File: src/rtl/contador_ctrl.sv
// contador_ctrl: command sequencer for the 4-bit up/down counter with load.
// Accepts CLEAR / LOAD / STEP / SEEK commands over valid/ready and drives the
// counter's clear, load, up_down and entrada pins cycle by cycle. The counter
// free-runs whenever load=0, so every non-counting cycle reloads its value.
module contador_ctrl #(
  parameter int unsigned WIDTH = 4
) (
  input  logic             clock,
  input  logic             reset,
  input  logic             cmd_valid,
  output logic             cmd_ready,
  input  logic [1:0]       cmd_op,
  input  logic             cmd_dir,
  input  logic [WIDTH-1:0] cmd_data,
  input  logic             abort,
  input  logic [WIDTH-1:0] cnt_value,
  output logic             cnt_clr_n,
  output logic             cnt_load,
  output logic             cnt_up_down,
  output logic [WIDTH-1:0] cnt_entrada,
  output logic             busy,
  output logic             done,
  output logic             aborted
);

  localparam logic [1:0] OP_CLEAR = 2'b00;
  localparam logic [1:0] OP_LOAD  = 2'b01;
  localparam logic [1:0] OP_STEP  = 2'b10;
  localparam logic [1:0] OP_SEEK  = 2'b11;

  typedef enum logic [2:0] {
    S_IDLE     = 3'd0,
    S_CLR      = 3'd1,
    S_LOAD     = 3'd2,
    S_RUN_STEP = 3'd3,
    S_RUN_SEEK = 3'd4
  } state_t;

  state_t             state_q, state_d;
  logic [WIDTH-1:0]   data_q, data_d;
  logic               dir_q, dir_d;
  logic [WIDTH-1:0]   steps_q, steps_d;
  logic               clr_n_q, clr_n_d;
  logic               done_q, done_d;
  logic               aborted_q, aborted_d;

  // State and command registers; reset holds the counter cleared.
  always_ff @(posedge clock) begin
    if (reset) begin
      state_q   <= S_IDLE;
      data_q    <= '0;
      dir_q     <= 1'b0;
      steps_q   <= '0;
      clr_n_q   <= 1'b0;
      done_q    <= 1'b0;
      aborted_q <= 1'b0;
    end else begin
      state_q   <= state_d;
      data_q    <= data_d;
      dir_q     <= dir_d;
      steps_q   <= steps_d;
      clr_n_q   <= clr_n_d;
      done_q    <= done_d;
      aborted_q <= aborted_d;
    end
  end

  // Next-state logic and counter pin drive; default cycle holds the counter.
  always_comb begin
    state_d     = state_q;
    data_d      = data_q;
    dir_d       = dir_q;
    steps_d     = steps_q;
    clr_n_d     = 1'b1;
    done_d      = 1'b0;
    aborted_d   = 1'b0;
    cnt_load    = 1'b1;
    cnt_up_down = 1'b0;
    cnt_entrada = cnt_value;

    unique case (state_q)
      S_IDLE: begin
        if (cmd_valid) begin
          data_d = cmd_data;
          dir_d  = cmd_dir;
          unique case (cmd_op)
            OP_CLEAR: begin
              clr_n_d = 1'b0;
              state_d = S_CLR;
            end
            OP_LOAD: begin
              state_d = S_LOAD;
            end
            OP_STEP: begin
              steps_d = cmd_data;
              if (cmd_data == '0) begin
                done_d = 1'b1;
              end else begin
                state_d = S_RUN_STEP;
              end
            end
            OP_SEEK: begin
              state_d = S_RUN_SEEK;
            end
            default: state_d = S_IDLE;
          endcase
        end
      end

      S_CLR: begin
        state_d = S_IDLE;
        done_d  = 1'b1;
      end

      S_LOAD: begin
        cnt_entrada = data_q;
        state_d     = S_IDLE;
        done_d      = 1'b1;
      end

      S_RUN_STEP: begin
        if (abort) begin
          state_d   = S_IDLE;
          done_d    = 1'b1;
          aborted_d = 1'b1;
        end else begin
          cnt_load    = 1'b0;
          cnt_up_down = dir_q;
          steps_d     = steps_q - WIDTH'(1);
          if (steps_q == WIDTH'(1)) begin
            state_d = S_IDLE;
            done_d  = 1'b1;
          end
        end
      end

      S_RUN_SEEK: begin
        if (abort) begin
          state_d   = S_IDLE;
          done_d    = 1'b1;
          aborted_d = 1'b1;
        end else if (cnt_value == data_q) begin
          state_d = S_IDLE;
          done_d  = 1'b1;
        end else begin
          // Unsigned compare keeps the seek from crossing the wrap boundary.
          cnt_load    = 1'b0;
          cnt_up_down = (data_q > cnt_value);
        end
      end

      default: state_d = S_IDLE;
    endcase
  end

  assign cmd_ready = (state_q == S_IDLE);
  assign busy      = (state_q != S_IDLE);
  assign cnt_clr_n = clr_n_q;
  assign done      = done_q;
  assign aborted   = aborted_q;

endmodule

File: config.mk
export PLATFORM = sky130hd
export DESIGN_NAME = contador_ctrl
export DESIGN_NICKNAME = d
export VERILOG_FILES = /design/src/rtl/contador_ctrl.sv
export SDC_FILE = /design/constraint.sdc
export NUM_CORES = 1
export LEC_CHECK = 0
export CELL_PAD_IN_SITES_DETAIL_PLACEMENT = 1
export CELL_PAD_IN_SITES_GLOBAL_PLACEMENT = 2
export CORE_UTILIZATION = 27
export CTS_CLUSTER_DIAMETER = 120
export DETAILED_ROUTE_END_ITERATION = 8
export GPL_TIMING_DRIVEN = 1
export PLACE_DENSITY_LB_ADDON = 0.3
export SLEW_MARGIN = 20
export SYNTH_ARGS = -nofsm -noshare
export SYNTH_HDL_FRONTEND = slang
export SYNTH_SLANG_ARGS = --single-unit
File: constraint.sdc
create_clock -name clock -period 1.6 [get_ports clock]
set_input_delay 0.32 -clock clock [delete_from_list [all_inputs] [get_ports clock]]
set_output_delay 0.32 -clock clock [all_outputs]
set_load 0.03 [all_outputs]
==> out/qor.csv <==
metric;value;unit
status;finished, violations left;
violations;setup timing;
grt_pass1_vias;1112;
yosysTopAreaCell;dfxtp_1;
antenna_found_initial;0;
dieArea;0.00407;sq mm
htreeDepth;1;
startpoint_type;flop;
power_density;643;mW/mm^2
io_pins;26;
place_congestion;0.836;
ys_async_sr_fraction;0;%
dp.cells;217;
drv_slew;0;
clk_latency;250;ps
period_share;116;%
ys_seq_elements;15;
cts_tree;yes;
synth-edff-count;0;
rsz0062_at_grt;true;
hold_class;reg2reg;
grt_overflow_total;0;
yosys.area.top_type_share;29.1;%
via_per_inst;4.76;
grt_pass1_wl;5.46;mm
fin_util;46.6;%
fillers;437;
cp.required;1280;ps
start_util;28.2;%
crit_fanout;3;
final_cells;223;
syn_area;0.00103;sq mm
tightest_slew;504;ps
drc_errors;0;
die_h;63.8;microns
fin_nets;201;
areaGrowthSynthToFinish;65.5;%
setup_violations;6;
hold_violations;0;
clkTransAtPathRegs;60;ps
p_leak;0.779;nW
ctsRootBufferMaster;clkbuf_8;
yosysUniqueCellTypes;40;
multi_input_area;767;sq um
synth_compound_area_share;23.3;%
cts_sinks;15;
synth_xor_area_share;0;%
syn_area_per_cell;8.25;sq um
wl_per_cell;14.4;microns
yosysSeqAreaShare;29.1;%
maxCapViolCount;0;
antenna_cells;0;
whs;486;ps
drtPass1Iterations;4;
fin_crit;1850;ps
synth.mux.area_fraction;1.09;%
route.antenna.remaining_nets;0;
ys.flop_type;dfxtp_1;
dr.first_iter.drc_count;29;
setup_slack;-252;ps
core;0.00366;sq mm
vias;1061;
dp_hpwl;2.45;mm
cts_buffers;3;
regArea;310;sq um
clockBufferDepth;2;
setup_tns;-674;ps
portBuffers;25;
reg2reg_depth;5;
slew_headroom;66.1;%
grt_usage;17.4;%
synth.area.top_cells;dfxtp_1, ha_1, a21oi_1;
end_kind;primary output;
critPathArrivalTime;1530;ps
routed_wl;3.21;mm
num_rows;22;
synth-simple-area-share;25.8;%
max_freq;540;MHz
synth_top_family_by_area;simple AND/OR/NAND/NOR gates;
drive_above_1_share;40.0;%
synth_cells;125;
crit_type;reg2out;
ir_drop;0.520;mV
synth_fa_ha_area_share;12.1;%
synthesis.nets;150;
yosysWarnings;0;
whs_path_depth;2;
die_width;63.8;microns
grt_max_degree;13;
clock_skew;1.21;ps
worst paths after layout:
kind / from / to / slack, ps
max: data_q[0] / cnt_up_down / -250
min: dir_q / dir_q / 490
max reg2reg: state_q[0] / steps_q[1] / 110
min reg2reg: dir_q / dir_q / 490
worst max-delay path, cell delays in order, from the launching register on:
cell and delay, ps:
dfxtp_2 330, inv_2 40, ha_4 250, a41oi_2 130
and3_4 180, a22o_4 220, buf_6 130
timing repair:
action                     4_1_cts  5_1_grt
setup endpoints to repair       14        6
buffers inserted                 2        0
hold buffers                     0        0
gates resized for setup         33       13
pin swaps                       15        1
report_power, final:
| group | switching, W | total (W) | internal (W) | leakage (nW) |
|---|---|---|---|---|
| Sequential | 0.0000191 | 0.000414 | 0.000395 | 0.125 |
| Combinational | 0.000182 | 0.000367 | 0.000184 | 0.628 |
| Clock | 0.000144 | 0.000316 | 0.000173 | 0.0255 |
| Total | 0.000345 | 0.00110 | 0.000752 | 0.779 |
cell usage in the layout, fill, tap and decap left out, types with 2 or more instances in the layout:
cell              n
ha_4              4
clkdlybuf4s15_1   2
ha_1              5
o31ai_1           3
inv_2             4
dlygate4sd2_1     5
buf_6             6
buf_4            26
inv_1            11
clkbuf_8          3
o22ai_1           2
nor3b_1           2
dfxtp_2           5
o21ai_2           3
nand3b_1          2
o21ai_0           4
nand2_4           3
a22oi_1           2
nand2_1          15
buf_12            2
a21oi_1          14
dfxtp_1           9
clkdlybuf4s50_1  10
nor2_1            6
synth_stat cells (all sizes together), types with 3 or more instances:
| library cell | instances |
|---|---|
| nor3b | 3 |
| dfxtp | 15 |
| buf | 3 |
| inv | 15 |
| o22ai | 3 |
| nor2 | 6 |
| o21ai | 7 |
| nand2 | 18 |
| a21oi | 14 |
| ha | 10 |
| o31ai | 4 |
| nand3b | 3 |
layout make-up:
type	instances	share of cell area, %
sequential	15	18.2
multi-input combinational	90	44.9
clock inverter	1	0.293
inverter	15	3.30
timing repair buffer	51	27.3
clock buffer	3	2.42
tap	48	3.52
per-stage QoR:
step / total power, W / area (sq um) / setup slack [ps]
floorplan: 0.000584 / 1040 / -106
global placement: 0.000737 / 1500 / -611
detailed placement: 0.000745 / 1500 / -644
CTS: 0.00110 / 1660 / -260
global route: 0.00116 / 1710 / -318
finish: 0.00110 / 1710 / -252
per-layer routing:
layer / vias up / global-route usage (%) / part of all wire, %
li1: 540 / - / -
met1: 500 / 22.8 / 47
met2: 19 / 29.5 / 49
met3: 2 / 3.39 / 2.7
met4: 0 / 3.41 / 0.47
met5: - / 0 / 0
flip-flops by register name, indices dropped and copies added (netlist names):
name,cells
data_q,4
done,1
cnt_clr_n,1
aborted,1
dir_q,1
state_q,3
steps_q,4
kinds of logic (layout without fill, tap and decap cells):
family	Yosys count	in the layout
and+or+nand+nor	42	42
AOI/OAI and AO/OA	37	37
buffers and inverters	20	70
DFF	15	15
adders and majority gates	10	10
muxes	1	1
(Power assumes the default switching activity.)
